<file path="src/rtl/pll_lock_supervisor.sv">
// Purpose : PLL lock supervisor - pulses the PLL reset, qualifies lock_s over
//           STABLE_CYCLES, then releases downstream reset and tracks lock losses.
// Latency : locked rises STABLE_CYCLES+3 edges after pll_lock is first sampled high;
//           lock loss clears locked/sys_rst_n 3 edges after pll_lock falls.
// Backpressure: none; free-running status block, clr_err is a single-cycle pulse.
//
// Ports:
//   clk          supervisor clock (independent of the PLL)
//   rst_n        asynchronous active-low reset
//   pll_lock     raw PLL lock, asynchronous to clk (2-flop synchronised)
//   clr_err      pulse: clears err and loss_cnt on the next edge
//   pll_rst      active-high PLL reset request (high only in RST)
//   sys_rst_n    active-low downstream reset (released only in RUN)
//   locked       qualified lock status (high only in RUN)
//   err          sticky lock-loss flag
//   loss_cnt     saturating lock-loss counter
//   timeout_cnt  saturating lock-wait timeout counter
//   state        FSM code: RST=0 WAIT=1 STABLE=2 RUN=3 LOST=4
//
// Build option: define PLL_SUP_LOSS_RESET_EN to re-reset the PLL after a lock
// loss (LOST -> RST). Default build goes LOST -> WAIT without a pll_rst pulse.

module pll_lock_supervisor #(
    parameter int RST_PULSE      = 16,
    parameter int STABLE_CYCLES  = 1024,
    parameter int TIMEOUT_CYCLES = 65536
) (
    input  logic       clk,
    input  logic       rst_n,
    input  logic       pll_lock,
    input  logic       clr_err,
    output logic       pll_rst,
    output logic       sys_rst_n,
    output logic       locked,
    output logic       err,
    output logic [7:0] loss_cnt,
    output logic [3:0] timeout_cnt,
    output logic [2:0] state
);

    // One shared dwell counter; sized for the longest of the three intervals.
    localparam int CNT_MAX = (TIMEOUT_CYCLES > STABLE_CYCLES)
                           ? ((TIMEOUT_CYCLES > RST_PULSE) ? TIMEOUT_CYCLES : RST_PULSE)
                           : ((STABLE_CYCLES  > RST_PULSE) ? STABLE_CYCLES  : RST_PULSE);
    localparam int CNT_W = $clog2(CNT_MAX + 1);

    localparam logic [CNT_W-1:0] RST_LAST     = CNT_W'(RST_PULSE - 1);
    localparam logic [CNT_W-1:0] STABLE_LAST  = CNT_W'(STABLE_CYCLES - 1);
    localparam logic [CNT_W-1:0] TIMEOUT_LAST = CNT_W'(TIMEOUT_CYCLES - 1);

    typedef enum logic [2:0] {
        ST_RST    = 3'd0,
        ST_WAIT   = 3'd1,
        ST_STABLE = 3'd2,
        ST_RUN    = 3'd3,
        ST_LOST   = 3'd4
    } state_t;

    state_t           state_q;
    logic [CNT_W-1:0] cnt_q;
    logic             sync1_q;
    logic             lock_s_q;
    logic             pll_rst_q;
    logic             sys_rst_n_q;
    logic             locked_q;
    logic             err_q;
    logic [7:0]       loss_cnt_q;
    logic [3:0]       timeout_cnt_q;

    logic             loss_evt;
    logic             err_d;
    logic [7:0]       loss_cnt_d;
    logic [3:0]       timeout_cnt_inc;

    // Lock loss is only recognised while running.
    assign loss_evt = (state_q == ST_RUN) && !lock_s_q;

    // Error bookkeeping: a loss on the same edge as clr_err wins, leaving a
    // fresh count of one rather than zero.
    always_comb begin
        err_d      = err_q;
        loss_cnt_d = loss_cnt_q;
        if (loss_evt) begin
            err_d = 1'b1;
            if (clr_err)
                loss_cnt_d = 8'd1;
            else if (loss_cnt_q != 8'hFF)
                loss_cnt_d = loss_cnt_q + 8'd1;
        end else if (clr_err) begin
            err_d      = 1'b0;
            loss_cnt_d = 8'd0;
        end
    end

    assign timeout_cnt_inc = (timeout_cnt_q == 4'hF) ? 4'hF : timeout_cnt_q + 4'd1;

    // Two-flop synchroniser for the asynchronous lock input.
    always_ff @(posedge clk or negedge rst_n) begin
        if (!rst_n) begin
            sync1_q  <= 1'b0;
            lock_s_q <= 1'b0;
        end else begin
            sync1_q  <= pll_lock;
            lock_s_q <= sync1_q;
        end
    end

    always_ff @(posedge clk or negedge rst_n) begin
        if (!rst_n) begin
            err_q      <= 1'b0;
            loss_cnt_q <= 8'd0;
        end else begin
            err_q      <= err_d;
            loss_cnt_q <= loss_cnt_d;
        end
    end

    // Main FSM; pll_rst/locked/sys_rst_n are registered and change on the
    // same edge as the state transition that implies them.
    always_ff @(posedge clk or negedge rst_n) begin
        if (!rst_n) begin
            state_q       <= ST_RST;
            cnt_q         <= '0;
            pll_rst_q     <= 1'b1;
            sys_rst_n_q   <= 1'b0;
            locked_q      <= 1'b0;
            timeout_cnt_q <= 4'd0;
        end else begin
            case (state_q)
                ST_RST: begin
                    if (cnt_q == RST_LAST) begin
                        state_q   <= ST_WAIT;
                        cnt_q     <= '0;
                        pll_rst_q <= 1'b0;
                    end else begin
                        cnt_q <= cnt_q + 1'b1;
                    end
                end
                ST_WAIT: begin
                    if (lock_s_q) begin
                        state_q <= ST_STABLE;
                        cnt_q   <= '0;
                    end else if (cnt_q == TIMEOUT_LAST) begin
                        state_q       <= ST_RST;
                        cnt_q         <= '0;
                        pll_rst_q     <= 1'b1;
                        timeout_cnt_q <= timeout_cnt_inc;
                    end else begin
                        cnt_q <= cnt_q + 1'b1;
                    end
                end
                ST_STABLE: begin
                    // Any low sample (including a short glitch) restarts qualification.
                    if (!lock_s_q) begin
                        state_q <= ST_WAIT;
                        cnt_q   <= '0;
                    end else if (cnt_q == STABLE_LAST) begin
                        state_q     <= ST_RUN;
                        cnt_q       <= '0;
                        locked_q    <= 1'b1;
                        sys_rst_n_q <= 1'b1;
                    end else begin
                        cnt_q <= cnt_q + 1'b1;
                    end
                end
                ST_RUN: begin
                    if (!lock_s_q) begin
                        state_q     <= ST_LOST;
                        cnt_q       <= '0;
                        locked_q    <= 1'b0;
                        sys_rst_n_q <= 1'b0;
                    end
                end
                ST_LOST: begin
                    cnt_q <= '0;
`ifdef PLL_SUP_LOSS_RESET_EN
                    state_q   <= ST_RST;
                    pll_rst_q <= 1'b1;
`else
                    state_q   <= ST_WAIT;
`endif
                end
                default: begin
                    state_q     <= ST_RST;
                    cnt_q       <= '0;
                    pll_rst_q   <= 1'b1;
                    sys_rst_n_q <= 1'b0;
                    locked_q    <= 1'b0;
                end
            endcase
        end
    end

    assign pll_rst     = pll_rst_q;
    assign sys_rst_n   = sys_rst_n_q;
    assign locked      = locked_q;
    assign err         = err_q;
    assign loss_cnt    = loss_cnt_q;
    assign timeout_cnt = timeout_cnt_q;
    assign state       = state_q;

endmodule

</file>
<file path="config.mk">
export PLATFORM = sky130hd
export DESIGN_NAME = pll_lock_supervisor
export DESIGN_NICKNAME = d
export VERILOG_FILES = /design/src/rtl/pll_lock_supervisor.sv
export SDC_FILE = /design/constraint.sdc
export NUM_CORES = 1
export LEC_CHECK = 0
export BUFFER_PORTS_ARGS = -buffer_cell sky130_fd_sc_hd__buf_2
export CORE_MARGIN = 2
export CORE_UTILIZATION = 40
export CTS_BUF_LIST = sky130_fd_sc_hd__clkbuf_16
export DETAILED_ROUTE_END_ITERATION = 6
export GPL_TIMING_DRIVEN = 0
export SYNTH_ARGS = -nofsm -noshare
export SYNTH_HDL_FRONTEND = slang
export SYNTH_SLANG_ARGS = --single-unit
</file>
<file path="constraint.sdc">
create_clock -name clk -period 4 [get_ports clk]
set_clock_uncertainty 0.15 [all_clocks]
set_input_delay 0.2 -clock clk [delete_from_list [all_inputs] [get_ports clk]]
set_output_delay 0.2 -clock clk [all_outputs]
set_load 0.05 [all_outputs]
</file>
### After elaboration in Yosys (flattened, before gate mapping)

Index checks and enable logic that the tools add are counted.
W data, S select, Z words.

* bitwise gates (word level): 3
* reduce and logical (&&, ||, !) cells: 12
* multiplexer cells: 29
* add/sub/neg operators: 3
* equality and inequality tests: 17

Operators with widths (number)
* $mux W17: 6
* $pmux W17 S4: 1
* $mux W8: 4
* $mux W3: 6
* $add A17 B1 Y17 const B: 1
* $eq A17 B10 Y1 const B: 1
* $eq A17 B16 Y1 const B: 1
* $eq A17 B4 Y1 const B: 1
* $pmux W3 S5: 1
* $ne A2 B2 Y1 const B: 6
* $reduce_and A4 Y1: 3
* $add A8 B1 Y8 const B: 1
* $mux W1: 8
* $ne A8 B8 Y1 const B: 1
* $eq A3 B2 Y1 const B: 2
* $ne A3 B3 Y1 const B: 2
* $pmux W1 S3: 2
* $reduce_or A3 Y1: 2
* $add A4 B1 Y4 const B: 1
* $eq A4 B4 Y1 const B: 1
* $mux W4: 1
* $reduce_bool A2 Y1: 2
* $eq A3 B1 Y1 const B: 1
* $eq A3 B3 Y1 const B: 1
* other kinds (6): 8

* logic and storage cells: 73
* input port bits: 4
* register bits: 37
* output and inout bits: 19

### Depth between registers and ports, before layout

* word-level depth: 4
* gate-level depth with buffers: 13
* depth with buffers taken out: 12

### Worst setup path after synthesis

OpenSTA, ideal clock, no wires.

* kind: register to register
* start: register cnt_q[0]
* end: register cnt_q[15]
* cell stages (with the launch flop): 14
* period minus slack after synthesis: 2.669 ns
* path slack: 1.331 ns
* arrival: 2.393 ns
* cell sequence: dfrtp_1 ha_1 nand3_1 or2_2 nor3_1 nand4_1 inv_1 ha_1 nor2_1 a211oi_2 a21oi_2 buf_6 o22ai_1 o21ai_1

* cells in the longest elaborated chain, start to end: 4
* elaborated cells between the ends (all ways): 10
* classes of those cells: 1 x add/sub; 3 x eq/ne; 6 x mux

Ends and longest elaborated chain
* from (decl): line 60 `logic [CNT_W-1:0] cnt_q;`
* from (signal assigned): line 136 `cnt_q <= cnt_q + 1'b1;`
* from (signal assigned): line 149 `cnt_q <= cnt_q + 1'b1;`
* from (signal assigned): line 163 `cnt_q <= cnt_q + 1'b1;`
* $add A17 B1 Y17 (tied with other cells): line 136, 149, 163
* $mux W17 (on tied branches): line 157, 143
* $mux W17 (on tied branches): line 154, 140
* $pmux W17 S4 *: line 129 `case (state_q)`

Mark *: on every way between the ends. The rest lies on a longest branch, timed or not.
A chain may end at the register's enable or synchronous reset.

### Final worst setup path

* start: register cnt_q[0]
* end: register cnt_q[8]

Same word-level chain as after synthesis.

==> impl_metrics.csv <==
group,metric,value,unit
floorplanning,die_area,5830,um2
cells_and_area,fin_nets,265,
grt,grt_overflow,0,
power_and_ir_drop,power.switching,449,uW
logic_synthesis,synth_area,2100,um2
setup_path,path_delay_family,"simple AND/OR/NAND/NOR gates",
setup_path,timing.rr.end,"cnt_q[8]$_DFFE_PN0N_",
place,gp_congestion,0.785,
setup_path,slowest_stage,"or2_2",
setup_path,reg2reg_depth,12,
power_and_ir_drop,seqPwrFrac,33.3,%
sta,period_share,75.5,%
setup_path,cp_max_fo,8,
floorplanning,initial_core_util,41.3,%
power_and_ir_drop,p_clk_share,38.1,%
clocking,post_cts_resized,0,
floorplanning,core,5070,um2
clocking,cts_tree,"done",
logic_synthesis,synth.distinct_cells,61,
sta,tns,0,ns
setup_path,arrival,3.02,ns
drt,routed_wl,4.48,mm
sta,worstMarginPinSlew,0.815,ns
setup_path,start_kind,"flip-flop",
grt,grt_pass1_vias,1640,
setup_path,end_kind,"flip-flop",
place,place.port_buffers,21,
setup_path,worstPathRequired,4.00,ns
job,cap_violations,0,
setup_path,critical_path_buf_inv_count,1,
grt,antenna_found_initial,0,
logic_synthesis,async_flop_share,100,%
worst_hold_path,worstHoldPathCells,2,
cells_and_area,layout_commonest_cell,"dfrtp_1",
clocking,htreeDepth,2,
logic_synthesis,seq_area_frac_synth,44.2,%
drt,firstDrtPassIters,4,
floorplanning,die_x,76.4,um
setup_path,crit_chain,"ha_1, nand3_1, or2_2, nor3_1, nand4_1, inv_1, ha_1, nor2_1, a211oi_2, a21oi_2, nor2_2, o211ai_1",
sta,slew_violations,0,
floorplanning,die_h,76.4,um
clocking,clk_latency,0.28,ns
cells_and_area,drive_gt1_share,20.2,%
clocking,cts_made_buffers,5,
logic_synthesis,synth_seq_cells,37,
sta,worst_slack,0.982,ns
cells_and_area,finalInstanceArea,2500,um2
sta,setup_viol,0,
cells_and_area,fin_util,49.3,%
drt,drc,0,
setup_path,worstReg2RegStart,"cnt_q[0]$_DFFE_PN0N_",
run_status,status,"completed",
drt,routedWlPerCell,13.7,um
cells_and_area,n_fill_cell,494,
floorplanning,rows,26,
power_and_ir_drop,p_int,896,uW
sta,max_freq,331,MHz
drt,vias,1751,
logic_synthesis,syn_nets,235,
setup_path,max_stage_delay,0.40,ns
sta,report.final.hold_viol_count,0,
clocking,path_clk_slew,0.06,ns
drt,ant_nets,0,
power_and_ir_drop,p_comb_share,28.6,%
clocking,clock-sinks,37,
place,dpl_cell_area,2290,um2
cells_and_area,area.growth.synth_to_final,19.4,%
logic_synthesis,synth_edf_count,0,
logic_synthesis,synth_ff_type,"dfrtp_1",
logic_synthesis,syn_inst,226,
power_and_ir_drop,p_total,1350,uW
drt,routed_via_density,5.35,
worst_hold_path,min_to,"loss_cnt[6]$_DFFE_PN0P_",
floorplanning,ios,23,
grt,grt_pass1_wl,7.61,mm
logic_synthesis,synth_warnings,0,
power_and_ir_drop,p_leak,0.00114,uW
power_and_ir_drop,sw_frac_of_total,33.4,%
sta,rsz0062_at_grt,"false",
setup_path,crit_type,"flip-flop to flip-flop",
clocking,cts_buffer_depth,2,
worst_hold_path,min_path_type,"input port to flip-flop",
grt,track_usage,16.2,%
logic_synthesis,synth_area_per_cell,9.27,um2
cells_and_area,antenna_cells,0,
power_and_ir_drop,cellPowerDensity,538,nW/um2
sta,period_minus_slack,3.02,ns
grt,grt_max_degree,38,
cells_and_area,layout_common_cells,"dfrtp_1 (36), buf_2 (23), nand2_1 (22)",
setup_path,cp_common_cell,"ha_1",
power_and_ir_drop,irDropWorstVdd,0.000236,V
worst_hold_path,hp-start,"clr_err",
place,place_ws,0.988,ns
place,dp_hpwl,3.12,mm
sta,slew_headroom,45.7,%
drt,drt_iter0_drc,158,
clocking,root_buffer,"clkbuf_16",
setup_path,r2r_setup_slack,0.98,ns
==> through the flow <==
| stage | hold WS [ns] | std cells |
|---|---|---|
| 4_1_cts | 0.156 | 327 |
| 6_report | 0.151 | 327 |
| 3_3_place_gp | 0.165 | 317 |
| 5_1_grt | 0.221 | 327 |
| 2_1_floorplan | -0.246 | 226 |
| 3_5_place_dp | 0.160 | 317 |
==> cell usage after synthesis (5+ instances only) <==
| master | instances | area, um2 |
|---|---|---|
| inv_1 | 13 | 48.8 |
| nor3_1 | 9 | 45.0 |
| a21oi_1 | 9 | 45.0 |
| xor2_1 | 6 | 52.6 |
| ha_1 | 5 | 62.6 |
| nand2_1 | 22 | 82.6 |
| o21ai_0 | 10 | 50.1 |
| nand4_1 | 6 | 37.5 |
| and2_1 | 5 | 31.3 |
| nor2_1 | 18 | 67.6 |
| a31oi_1 | 5 | 31.3 |
| nand3_1 | 11 | 55.1 |
| dfrtp_1 | 36 | 901 |
| o22ai_1 | 5 | 31.3 |
==> power groups by stage <==
stage          registers, uW  logic, uW  clock network, uW
5_1_grt                  453        421                541
3_5_place_dp             454        386                  0
3_3_place_gp             453        383                  0
4_1_cts                  448        389                525
6_report                 448        385                512
2_1_floorplan            518        226                  0
==> cells by family (layout without fill, tap and decap cells) <==
| logic type | count (synthesis) | after routing | synth area share, % |
|---|---|---|---|
| AND/OR/NAND/NOR | 98 | 98 | 25.4 |
| AO/OA/AOI/OAI | 54 | 54 | 17.8 |
| flip-flops | 37 | 37 | 44.2 |
| buffers and inverters | 22 | 53 | 5.25 |
| XOR/XNOR | 8 | 8 | 3.34 |
| adder cells (fa/ha/maj) | 5 | 5 | 2.99 |
| multiplexers | 2 | 2 | 0.955 |
==> registers in the layout (all words and copies together), names as in the netlist <==
register and cells:
timeout_cnt 4, pll_rst 1, locked 1, loss_cnt 8, err 1, state 3
cnt_q 17, sync1_q 1, lock_s_q 1
==> worst max path at each step <==
stage | startpoint | end | slack (ns) | depth (start not counted)
finish | cnt_q[0]$_DFFE_PN0N_ | cnt_q[8]$_DFFE_PN0N_ | 0.98 | 12
global route | cnt_q[0]$_DFFE_PN0N_ | cnt_q[14]$_DFFE_PN0N_ | 0.79 | 12
floorplan | cnt_q[0]$_DFFE_PN0N_ | cnt_q[15]$_DFFE_PN0N_ | 1.33 | 13
detailed placement | cnt_q[0]$_DFFE_PN0N_ | cnt_q[12]$_DFFE_PN0N_ | 0.99 | 12
CTS | cnt_q[0]$_DFFE_PN0N_ | cnt_q[14]$_DFFE_PN0N_ | 0.97 | 12
global placement | cnt_q[0]$_DFFE_PN0N_ | cnt_q[8]$_DFFE_PN0N_ | 0.99 | 12
==> per-layer routing <==
layer | global-route usage, % | share of wire (%)
met1 | 21.3 | 49
met3 | 4.03 | 2.6
met2 | 26.5 | 48
met5 | 0 | 0
met4 | 4.91 | 0.76
==> area by class of cell <==
type | instances | area [um2] | share of cell area (%)
clock inverter | 3 | 68.8 | 2.75
sequential | 37 | 927 | 37.0
timing repair buffer | 23 | 125 | 5.00
tap | 70 | 87.6 | 3.50
buffer | 9 | 61.3 | 2.45
clock buffer | 5 | 125 | 5.00
multi-input combinational | 167 | 1060 | 42.3
inverter | 13 | 48.8 | 1.95
==> timing repair <==
item / 4_1_cts / 5_1_grt
endpoints found under the setup margin: 0 / 0
hold endpoints to repair: 37 / 0
hold buffers: 2 / 0
setup buffers: 0 / 0
Power figures use the tool's default switching activity.
